[config.mk]
export PLATFORM = sky130hd
export DESIGN_NAME = decode_sequencer
export DESIGN_NICKNAME = d
export VERILOG_FILES = /design/src/rtl/decode_sequencer.sv
export SDC_FILE = /design/constraint.sdc
export NUM_CORES = 1
export LEC_CHECK = 0
export BUFFER_PORTS_ARGS = -buffer_cell sky130_fd_sc_hd__buf_4
export CAP_MARGIN = 30
export CORE_MARGIN = 2
export CORE_UTILIZATION = 40
export CTS_CLUSTER_DIAMETER = 150
export DETAILED_ROUTE_END_ITERATION = 10
export PLACE_DENSITY_LB_ADDON = 0.3
export SYNTH_ARGS = -nofsm -noshare
export SYNTH_HDL_FRONTEND = slang
export SYNTH_SLANG_ARGS = --single-unit
export TNS_END_PERCENT = 50
[constraint.sdc]
create_clock -name clk -period 2.57 [get_ports clk]
set_input_delay 0.257 -clock clk [delete_from_list [all_inputs] [get_ports clk]]
set_output_delay 0.257 -clock clk [all_outputs]
set_load 0.02 [all_outputs]
[src/rtl/decode_sequencer.sv]
// Registered decode + instruction sequencer: accepts an opcode, issues per-step microcode addresses.
// Optional undefined-opcode trap flag enabled by defining DECODE_ILLEGAL_TRAP_EN.
module decode_sequencer #(
    parameter int                 OPCODE_W = 12,
    parameter int                 UADDR_W  = 7,
    parameter int                 STEP_W   = 4,
    parameter logic [UADDR_W-1:0] NOP_ADDR = 7'h7F
) (
    input  logic                clk,
    input  logic                reset,
    input  logic                cpu_en,
    input  logic [OPCODE_W-1:0] opcode,
    input  logic                opcode_valid,
    output logic                opcode_ready,
    output logic [UADDR_W-1:0]  uaddr,
    output logic [STEP_W-1:0]   step,
    output logic                last_step,
    output logic                busy,
    output logic                done,
    output logic                skip_pc_increment,
    output logic [7:0]          immed,
    output logic                illegal
);

    typedef enum logic {IDLE, EXEC} state_t;

    state_t             state, state_next;
    logic [UADDR_W-1:0] start_addr;
    logic [STEP_W-1:0]  step_cnt;
    logic [STEP_W-1:0]  last_idx;
    logic               skip_reg;
    logic [7:0]         immed_reg;
    logic               done_reg;

    logic [3:0]         nibble;
    logic [UADDR_W-1:0] dec_addr;
    logic [STEP_W-1:0]  dec_last;
    logic               dec_skip;
    logic               in_last;
    logic               accept;

    assign nibble = opcode[OPCODE_W-1 -: 4];

    // Decode table: start address and index of the final step (length - 1).
    always_comb begin
        // NOTE: every signal gets a default first so no path can infer a latch.
        dec_addr = NOP_ADDR;
        dec_last = STEP_W'(4);
        dec_skip = 1'b0;
        if (nibble <= 4'h9) dec_addr = UADDR_W'(nibble);
        case (nibble)
            4'h1:       begin dec_last = STEP_W'(11); dec_skip = 1'b1; end
            4'h4, 4'h5: begin dec_last = STEP_W'(6);  dec_skip = 1'b1; end
            default:    ;
        endcase
    end

    assign busy         = (state == EXEC);
    assign in_last      = busy && (step_cnt == last_idx);
    assign opcode_ready = (state == IDLE) || in_last;
    assign accept       = cpu_en && opcode_valid && opcode_ready;

    always_ff @(posedge clk or posedge reset) begin
        // NOTE: sequential state uses non-blocking assignments so every register samples pre-edge values.
        if (reset) state <= IDLE;
        else        state <= state_next;
    end

    always_comb begin
        state_next = state;
        if (cpu_en) begin
            case (state)
                IDLE:    if (accept) state_next = EXEC;
                EXEC:    if (in_last && !accept) state_next = IDLE;
                default: state_next = IDLE;
            endcase
        end
    end

    always_ff @(posedge clk or posedge reset) begin
        if (reset) begin
            start_addr <= '0;
            step_cnt   <= '0;
            last_idx   <= '0;
            skip_reg   <= 1'b0;
            immed_reg  <= 8'h00;
            done_reg   <= 1'b0;
        end else begin
            // done retires every clk so it never stretches while cpu_en is low.
            done_reg <= cpu_en && in_last;
            if (cpu_en) begin
                if (accept) begin
                    start_addr <= dec_addr;
                    last_idx   <= dec_last;
                    skip_reg   <= dec_skip;
                    immed_reg  <= opcode[7:0];
                    step_cnt   <= '0;
                end else if (in_last) begin
                    step_cnt <= '0;
                    skip_reg <= 1'b0;
                end else if (busy) begin
                    step_cnt <= step_cnt + 1'b1;
                end
            end
        end
    end

`ifdef DECODE_ILLEGAL_TRAP_EN
    logic illegal_reg;

    // Sticky until the next accepted opcode, so it survives the return to IDLE.
    always_ff @(posedge clk or posedge reset) begin
        if (reset)       illegal_reg <= 1'b0;
        else if (accept) illegal_reg <= (nibble > 4'h9);
    end

    assign illegal = illegal_reg;
`else
    assign illegal = 1'b0;
`endif

    assign uaddr             = busy ? start_addr + UADDR_W'(step_cnt) : '0;
    assign step              = step_cnt;
    assign last_step         = in_last;
    assign done              = done_reg;
    assign skip_pc_increment = skip_reg;
    assign immed             = immed_reg;

endmodule

Word level (Yosys, flattened, before mapping)
Cells that the tools add are included.
W data, S select, Z words.
{"block": "op_classes", "addsub": 2, "order_cmp": 1, "eq_ne": 4, "muxes": 12, "n_bitwise": 1, "reduce_logical": 14}
{"op": "$mux W7", "n": 2}
{"op": "$mux W4", "n": 3}
{"op": "$eq A4 B3 Y1 const B", "n": 2}
{"op": "$pmux W4 S2", "n": 1}
{"op": "$add A7 B4 Y7", "n": 1}
{"op": "$reduce_and A2 Y1", "n": 3}
{"op": "$logic_and A1 B1 Y1", "n": 5}
{"op": "$mux W1", "n": 5}
{"op": "$add A4 B1 Y4 const B", "n": 1}
{"op": "$eq A4 B1 Y1 const B", "n": 1}
{"op": "$eq A4 B4 Y1", "n": 1}
{"op": "$le A4 B4 Y1 const B", "n": 1}
{"op": "$reduce_bool A3 Y1", "n": 1}
{"op": "$reduce_or A3 Y1", "n": 1}
{"op": "$pmux W1 S2", "n": 1}
{"op": "$reduce_bool A2 Y1", "n": 1}
{"op": "$reduce_or A2 Y1", "n": 1}
{"op": "$logic_not A1 Y1", "n": 1}
{"op": "$logic_or A1 B1 Y1", "n": 1}
{"op": "$not A1 Y1", "n": 1}
{"block": "totals", "reg_bits": 26, "input_bits": 16, "output_inout_bits": 25, "word_cells": 41}

Logic depth before layout (Yosys ltp)
Gate-level depths: netlist of the first run.
{"block": "depth", "word_depth": 8, "depth_mapped": 6, "ltp_nobuf": 6}

Worst setup path after synthesis of the first run
No wires, ideal clock.
{"block": "synth_timing", "kind": "register to register", "start": "register step_cnt[3] (netlist: step[3])", "end": "register immed_reg[0] (netlist: immed[0])", "setup_ps": 125, "t_arrival_ps": 2107, "required_time_ps": 2445, "path_slack_ps": 338, "stages_incl_launch_ff": 6, "path_buffers": 1, "period_less_slack_ps": 2232, "cell_sequence": "dfrtp_1 xor2_1 o41ai_4 nand3_4 buf_6 mux2_4"}
{"block": "synth_via", "elab_chain_len": 5}
{"element": "start: declaration", "line": "29", "text": "logic [STEP_W-1:0] step_cnt;"}
{"element": "start signal: assignment", "line": "102", "text": "step_cnt <= step_cnt + 1'b1;"}
{"element": "$eq A4 B4 Y1", "line": "59", "text": "assign in_last = busy && (step_cnt == last_idx);"}
{"element": "$logic_and A1 B1 Y1", "line": "59"}
{"element": "$logic_or A1 B1 Y1", "line": "60", "text": "assign opcode_ready = (state == IDLE) || in_last;"}
{"element": "named net opcode_ready", "line": "14", "text": "output logic opcode_ready,"}
{"element": "$logic_and A1 B1 Y1", "line": "61", "text": "assign accept = cpu_en && opcode_valid && opcode_ready;"}
{"element": "$reduce_and A2 Y1 (no line)"}
{"element": "end signal: assignment", "line": "96", "text": "immed_reg <= opcode[7:0];"}
{"element": "end: declaration", "line": "32", "text": "logic [7:0] immed_reg;"}
The timed path passes the listed nets, and every way through them passes these cells.
A chain may end at the register's enable or synchronous reset.

Worst setup path in the final report of the first run
{"block": "layout_timing", "start": "register step_cnt[0] (netlist: step[0])", "end": "output port uaddr[4]"}
{"block": "layout_via", "elab_chain_len": 2}
{"element": "$add A7 B4 Y7", "line": "122", "text": "assign uaddr = busy ? start_addr + UADDR_W'(step_cnt) : '0;"}
{"element": "$mux W7", "line": "122"}
{"element": "end: declaration", "line": "15", "text": "output logic [UADDR_W-1:0] uaddr,"}
Every way passes these cells.

==> results of run 1 <==
what timing repair did:
item	in CTS	in global routing
gates resized for setup	0	1
hold endpoints to repair	0	0
setup endpoints to repair	0	1
buffers inserted	0	2
kinds of logic (layout without fill, tap and decap cells):
logic type | count (synthesis) | count (layout)
adders and majority gates | 6 | 6
and+or+nand+nor | 26 | 26
muxes | 15 | 15
buffers and inverters | 10 | 54
DFF | 23 | 23
AOI/OAI and AO/OA | 20 | 20
other | 1 | 1
xor gates and xnor gates | 6 | 6
cells in the mapped netlist, types with 3 or more instances:
cell type	n
a21oi_1	5
mux2_4	4
mux2_2	7
nor2_1	3
and2_1	3
nor3_1	4
inv_1	8
o21ai_0	4
ha_1	5
mux2i_1	4
nand2_1	6
dfrtp_1	23
a21o_1	3
xor2_1	5
worst max-delay path by stage:
stage	start	end	slack, ns	depth (start not counted)
global placement	step[0]$_DFFE_PP0P_	uaddr[4]	0.51	7
finish	step[0]$_DFFE_PP0P_	uaddr[4]	0.11	7
floorplan	step[3]$_DFFE_PP0P_	immed[0]$_DFFE_PP0P_	0.34	5
CTS	step[0]$_DFFE_PP0P_	uaddr[4]	0.05	7
detailed placement	step[0]$_DFFE_PP0P_	uaddr[4]	0.43	7
global route	step[0]$_DFFE_PP0P_	uaddr[4]	0.02	7
metrics by stage:
stage / area (sq um) / hold slack, ns / util / instances
4_1_cts: 1590 / 0.125 / 0.529 / 182
6_report: 1600 / 0.0931 / 0.534 / 184
2_1_floorplan: 1240 / 0.259 / - / 107
3_3_place_gp: 1560 / 0.489 / 0.520 / 178
3_5_place_dp: 1560 / 0.491 / 0.520 / 178
5_1_grt: 1600 / 0.135 / 0.534 / 184
worst register-to-register path, delay by kind of cell, from the launching register on:
family	cells	cell delay [ns]
compound gates	1	0.44
simple gates	1	0.29
mux	1	0.39
xor+xnor	1	0.21
flops	1	0.49
power breakdown:
group / total, mW / internal (mW) / leakage (nW) / switching, mW
combinational: 1.03 / 0.492 / 0.580 / 0.535
sequential: 0.610 / 0.488 / 0.277 / 0.122
clock: 0.179 / 0.0585 / 0.0177 / 0.120
total: 1.82 / 1.04 / 0.875 / 0.777
metal layers:
metal,share of wire,GRT usage,vias to the layer above
met5,0,0,-
met4,0.014,0.0571,0
met3,0.039,0.0197,3
met2,0.50,0.268,26
met1,0.44,0.209,461
li1,-,-,458
cell type report:
type                       count  area (sq um)
tap                           33          41.3
sequential                    23           577
fill                         273          1400
clock inverter                 1          5.00
timing repair buffer          42           315
multi-input combinational     74           613
inverter                       8          30.0
clock buffer                   3          22.5
==> flow_metrics.py, run 1 <==
metrics = {
    "status": {
        "status": "completed",
    },
    "synth": {
        "synth_xor_xnor_area_share": 0.0425,
        "synth_fa_ha_area_frac": 0.0667,
        "netlist_top_cells_area": "dfrtp_1, mux2_2, ha_1, mux2_4, xor2_1",
        "yosys.area_share.simple": 0.120,
        "synth_top_family_by_area": "multiplexers",
        "syn_area_per_cell_sq_um": 11.6,
        "synth_ff_type": "dfrtp_1",
        "syn_inst": 107,
        "synth_seq_cells": 23,
        "async_flop_share": 1.00,
        "synthMuxAreaShare": 0.145,
        "synth_compound_area_frac": 0.118,
        "ys_warn_count": 0,
        "synth_fp_nets": 129,
        "synth_cell_types": 35,
        "synth-edff-count": 0,
        "synth.largest_area_cell": "dfrtp_1",
        "ys_seq_area_frac": 0.465,
        "syn_area_sq_mm": 0.00124,
        "synth.top_cell.area_share": 0.465,
    },
    "cts": {
        "clk_pin_slew_ns": 0.13,
        "cts_sinks": 23,
        "clk_latency_ns": 0.33,
        "cts_max_level": 1,
        "cts_tree": "done",
        "numCtsBuffers": 3,
        "hold_buffers": 0,
        "ctsRootBufferMaster": "clkbuf_4",
        "clk_path_buf_depth": 2,
    },
    "worst_setup_path": {
        "slowest_stage": "dfrtp_2",
        "worstReg2RegStart": "step[3]$_DFFE_PP0P_",
        "r2r_end": "immed[0]$_DFFE_PP0P_",
        "cp_max_fo": 5,
        "crit_path_start_kind": "flip-flop",
        "r2r_cells": 4,
        "cpPeakStageDelay_ns": 0.46,
        "crit_family": "adder cells",
        "cp_data_required_time_ns": 2.31,
        "cp-end-kind": "output port",
        "path_buf_inv": 1,
        "path_class": "flip-flop to output port",
        "path_cells": "ha_1 > fa_1 > a21o_1 > a21oi_1 > xor2_1 > nor2_1 > buf_4",
        "regToRegSetupSlack_ns": 0.65,
        "cp.arrival_ns": 2.20,
    },
    "floorplanning": {
        "die_area_sq_mm": 0.00355,
        "coreArea_sq_mm": 0.00300,
        "ios": 41,
        "die_h_um": 59.6,
        "start_util": 0.412,
        "fp.dieW_um": 59.6,
        "num_rows": 20,
    },
    "timing": {
        "timing.setup.tns_ns": 0,
        "setup_viol": 0,
        "min_period_ns": 2.46,
        "worst_slack_ns": 0.111,
        "rsz0062_at_grt": "false",
        "skew_ns": 0.00162,
        "min_period_over_period": 0.957,
        "finalHoldViolCount": 0,
        "max_freq_mhz": 407,
        "worst_pin_slew_ns": 0.869,
        "slew_viol_final": 0,
        "maxSlewHeadroom": 0.420,
    },
    "place": {
        "numPortBuffers": 39,
        "dp_slack_ns": 0.426,
        "gp_congestion": 0.814,
        "hpwlAfterDp_mm": 1.95,
    },
    "power": {
        "leakage_nw": 0.875,
        "vdd_drop_max_mv": 0.422,
        "powerDensity_mw_per_mm2": 1130,
        "power.total_mw": 1.82,
    },
    "routing": {
        "drc": 0,
        "dr.pass1.iters": 4,
        "totalWireLength_mm": 2.57,
        "via_per_inst": 5.15,
        "vias": 948,
        "drtIter0Drc": 17,
        "antenna_left": 0,
        "routedWlPerCell_um": 14.0,
    },
    "global_route": {
        "grt_max_degree": 24,
        "grt_pass1_wl_mm": 4.22,
        "grt_pass1_vias": 954,
        "grtUsageTotal": 0.159,
        "grt_overflow": 0,
        "antenna_found_initial": 0,
    },
    "layout": {
        "final_cell_mix": "buf_4, dfrtp_1, inv_1, mux2_2, nand2_1",
        "n_antenna_cell": 0,
        "fin_nets": 174,
        "layout_commonest_cell": "buf_4",
        "area_growth_pct": 29.6,
        "largest_reg_flops": 8,
        "drive_above_1_share": 0.397,
    },
    "job": {
        "max-cap-violations": 0,
    },
    "worst_hold_path": {
        "hp-class": "input port to asynchronous set/reset pin",
    },
}
Power figures use the tool's default switching activity.
==> run 2: changes to the inputs <==
==> constraint.sdc (replaced) <==
create_clock -name clk -period 2.57 [get_ports clk]
set_input_delay 0.257 -clock clk [delete_from_list [all_inputs] [get_ports clk]]
set_output_delay 0.257 -clock clk [all_outputs]
set_load 0.05 [all_outputs]
==> run 2 against run 1 <==
- total power is 22% higher
- cell count is 1.1% lower
- fmax is 1.0% lower
- highest routed layer unchanged
- clock skew hardly changed
- worst hold slack better by 0.020 ns
- die area stayed put
- flip-flop and latch count stayed put
- sequential share of layout area is 0.15 points higher
- sequential power is 0.8% higher
- largest power group unchanged
==> flow_metrics.py, run 2 (synthesis gave the netlist of run 1 again) <==
metrics = {
    "global_route": {
        "grt_pass1_vias": 935,
        "grt_pass1_wl_mm": 4.14,
        "grtUsageTotal": 0.150,
        "grt_overflow": 0,
        "antenna_found_initial": 0,
        "grt_max_degree": 24,
    },
    "worst_setup_path": {
        "path_class": "flip-flop to output port",
        "cp_max_fo": 7,
        "cp_data_required_time_ns": 2.31,
        "cp-end-kind": "output port",
        "crit_path_start_kind": "flip-flop",
        "cp.arrival_ns": 2.23,
    },
    "routing": {
        "vias": 939,
        "dr.pass1.iters": 4,
        "routedWlPerCell_um": 13.3,
        "antenna_left": 0,
        "totalWireLength_mm": 2.42,
        "drc": 0,
        "via_per_inst": 5.16,
        "drtIter0Drc": 7,
    },
    "timing": {
        "maxSlewHeadroom": 0.440,
        "max_freq_mhz": 403,
        "rsz0062_at_grt": "false",
        "min_period_ns": 2.48,
        "worst_pin_slew_ns": 0.838,
        "skew_ns": 0.00165,
        "slew_viol_final": 0,
        "setup_viol": 0,
        "finalHoldViolCount": 0,
        "min_period_over_period": 0.967,
    },
    "cts": {
        "hold_buffers": 0,
        "cts_tree": "done",
        "clk_pin_slew_ns": 0.12,
        "clk_path_buf_depth": 2,
        "clk_latency_ns": 0.30,
        "cts_max_level": 1,
        "cts_setup_buffers": 0,
        "cts_sinks": 23,
        "numCtsBuffers": 3,
        "ctsRootBufferMaster": "clkbuf_4",
        "cts-resized-gates": 0,
    },
    "floorplanning": {
        "die_area_sq_mm": 0.00355,
        "fp.dieW_um": 59.6,
        "coreArea_sq_mm": 0.00300,
        "start_util": 0.412,
        "num_rows": 20,
        "ios": 41,
        "die_h_um": 59.6,
    },
    "layout": {
        "final_area_sq_mm": 0.00161,
        "layout_commonest_cell": "buf_4",
        "area_growth_pct": 29.9,
        "final_cell_mix": "buf_4, dfrtp_1, inv_1, mux2_2, nand2_1",
        "n_fill_cell": 278,
        "n_antenna_cell": 0,
        "drive_above_1_share": 0.430,
        "largest_reg_flops": 8,
        "fin_nets": 172,
        "final_util": 0.535,
    },
    "power": {
        "leakage_nw": 0.862,
        "powerDensity_mw_per_mm2": 1380,
        "vdd_drop_max_mv": 0.555,
    },
    "status": {
        "status": "completed",
    },
    "worst_hold_path": {
        "hp-class": "input port to asynchronous set/reset pin",
    },
    "place": {
        "hpwlAfterDp_mm": 1.90,
        "gp_congestion": 0.852,
        "numPortBuffers": 39,
        "place_area_sq_mm": 0.00158,
    },
    "job": {
        "max-cap-violations": 0,
    },
}
==> run 2: worst max-delay path, cell delays in order (launching register included) <==
cell	delay, ns
dfrtp_2	0.47
ha_1	0.24
fa_1	0.41
a21o_1	0.23
a21oi_1	0.17
xor2_1	0.16
nor2_1	0.06
buf_4	0.19
==> run 2: layout make-up <==
cell class | instances | area (sq um) | area share
repair buffers | 40 | 300 | 0.187
clock inverters | 1 | 5.00 | 0.00311
multi-input cells | 74 | 628 | 0.391
clock buffers | 3 | 22.5 | 0.0140
inverters | 8 | 30.0 | 0.0187
well taps | 33 | 41.3 | 0.0257
flip-flops and latches | 23 | 581 | 0.361
==> run 2: layer usage <==
layer | vias to the layer above | routed length (um) | GRT usage
li1 | 459 | - | -
met1 | 451 | 986 | 0.188
met2 | 27 | 1310 | 0.273
met3 | 2 | 110 | 0.0240
met4 | 0 | 13 | 0.0286
met5 | - | 0 | 0
==> run 2: path summary, 6_finish.rpt <==
kind                       depth (start not counted)            startpoint  slack (ns)                   end
max                                                7   step[0]$_DFFE_PP0P_        0.09              uaddr[4]
max reg2reg                                        4   step[0]$_DFFE_PP0P_        0.68  immed[1]$_DFFE_PP0P_
max in group asynchronous                          2                 reset        1.89   step[1]$_DFFE_PP0P_
min in group clk                                   2             opcode[4]        0.18  immed[4]$_DFFE_PP0P_
min                                                2                 reset        0.11   step[2]$_DFFE_PP0P_
min reg2reg                                        1  immed[4]$_DFFE_PP0P_        0.52  immed[4]$_DFFE_PP0P_
==> run 2: per-stage QoR <==
stage	total power, mW	setup slack (ns)	hold WS, ns	cells	setup TNS, ns
floorplan	1.67	-0.0143	0.259	107	-0.0573
global route	2.34	0.0140	0.154	182	0
detailed placement	2.07	0.428	0.489	178	0
CTS	2.23	0.0823	0.142	182	0
global placement	2.04	0.477	0.474	178	0
finish	2.21	0.0858	0.114	182	0
==> run 2: power by group <==
| group | switching (mW) | internal, mW | total, mW |
|---|---|---|---|
| sequential | 0.122 | 0.493 | 0.615 |
| combinational | 0.939 | 0.497 | 1.44 |
| clock | 0.101 | 0.0579 | 0.159 |
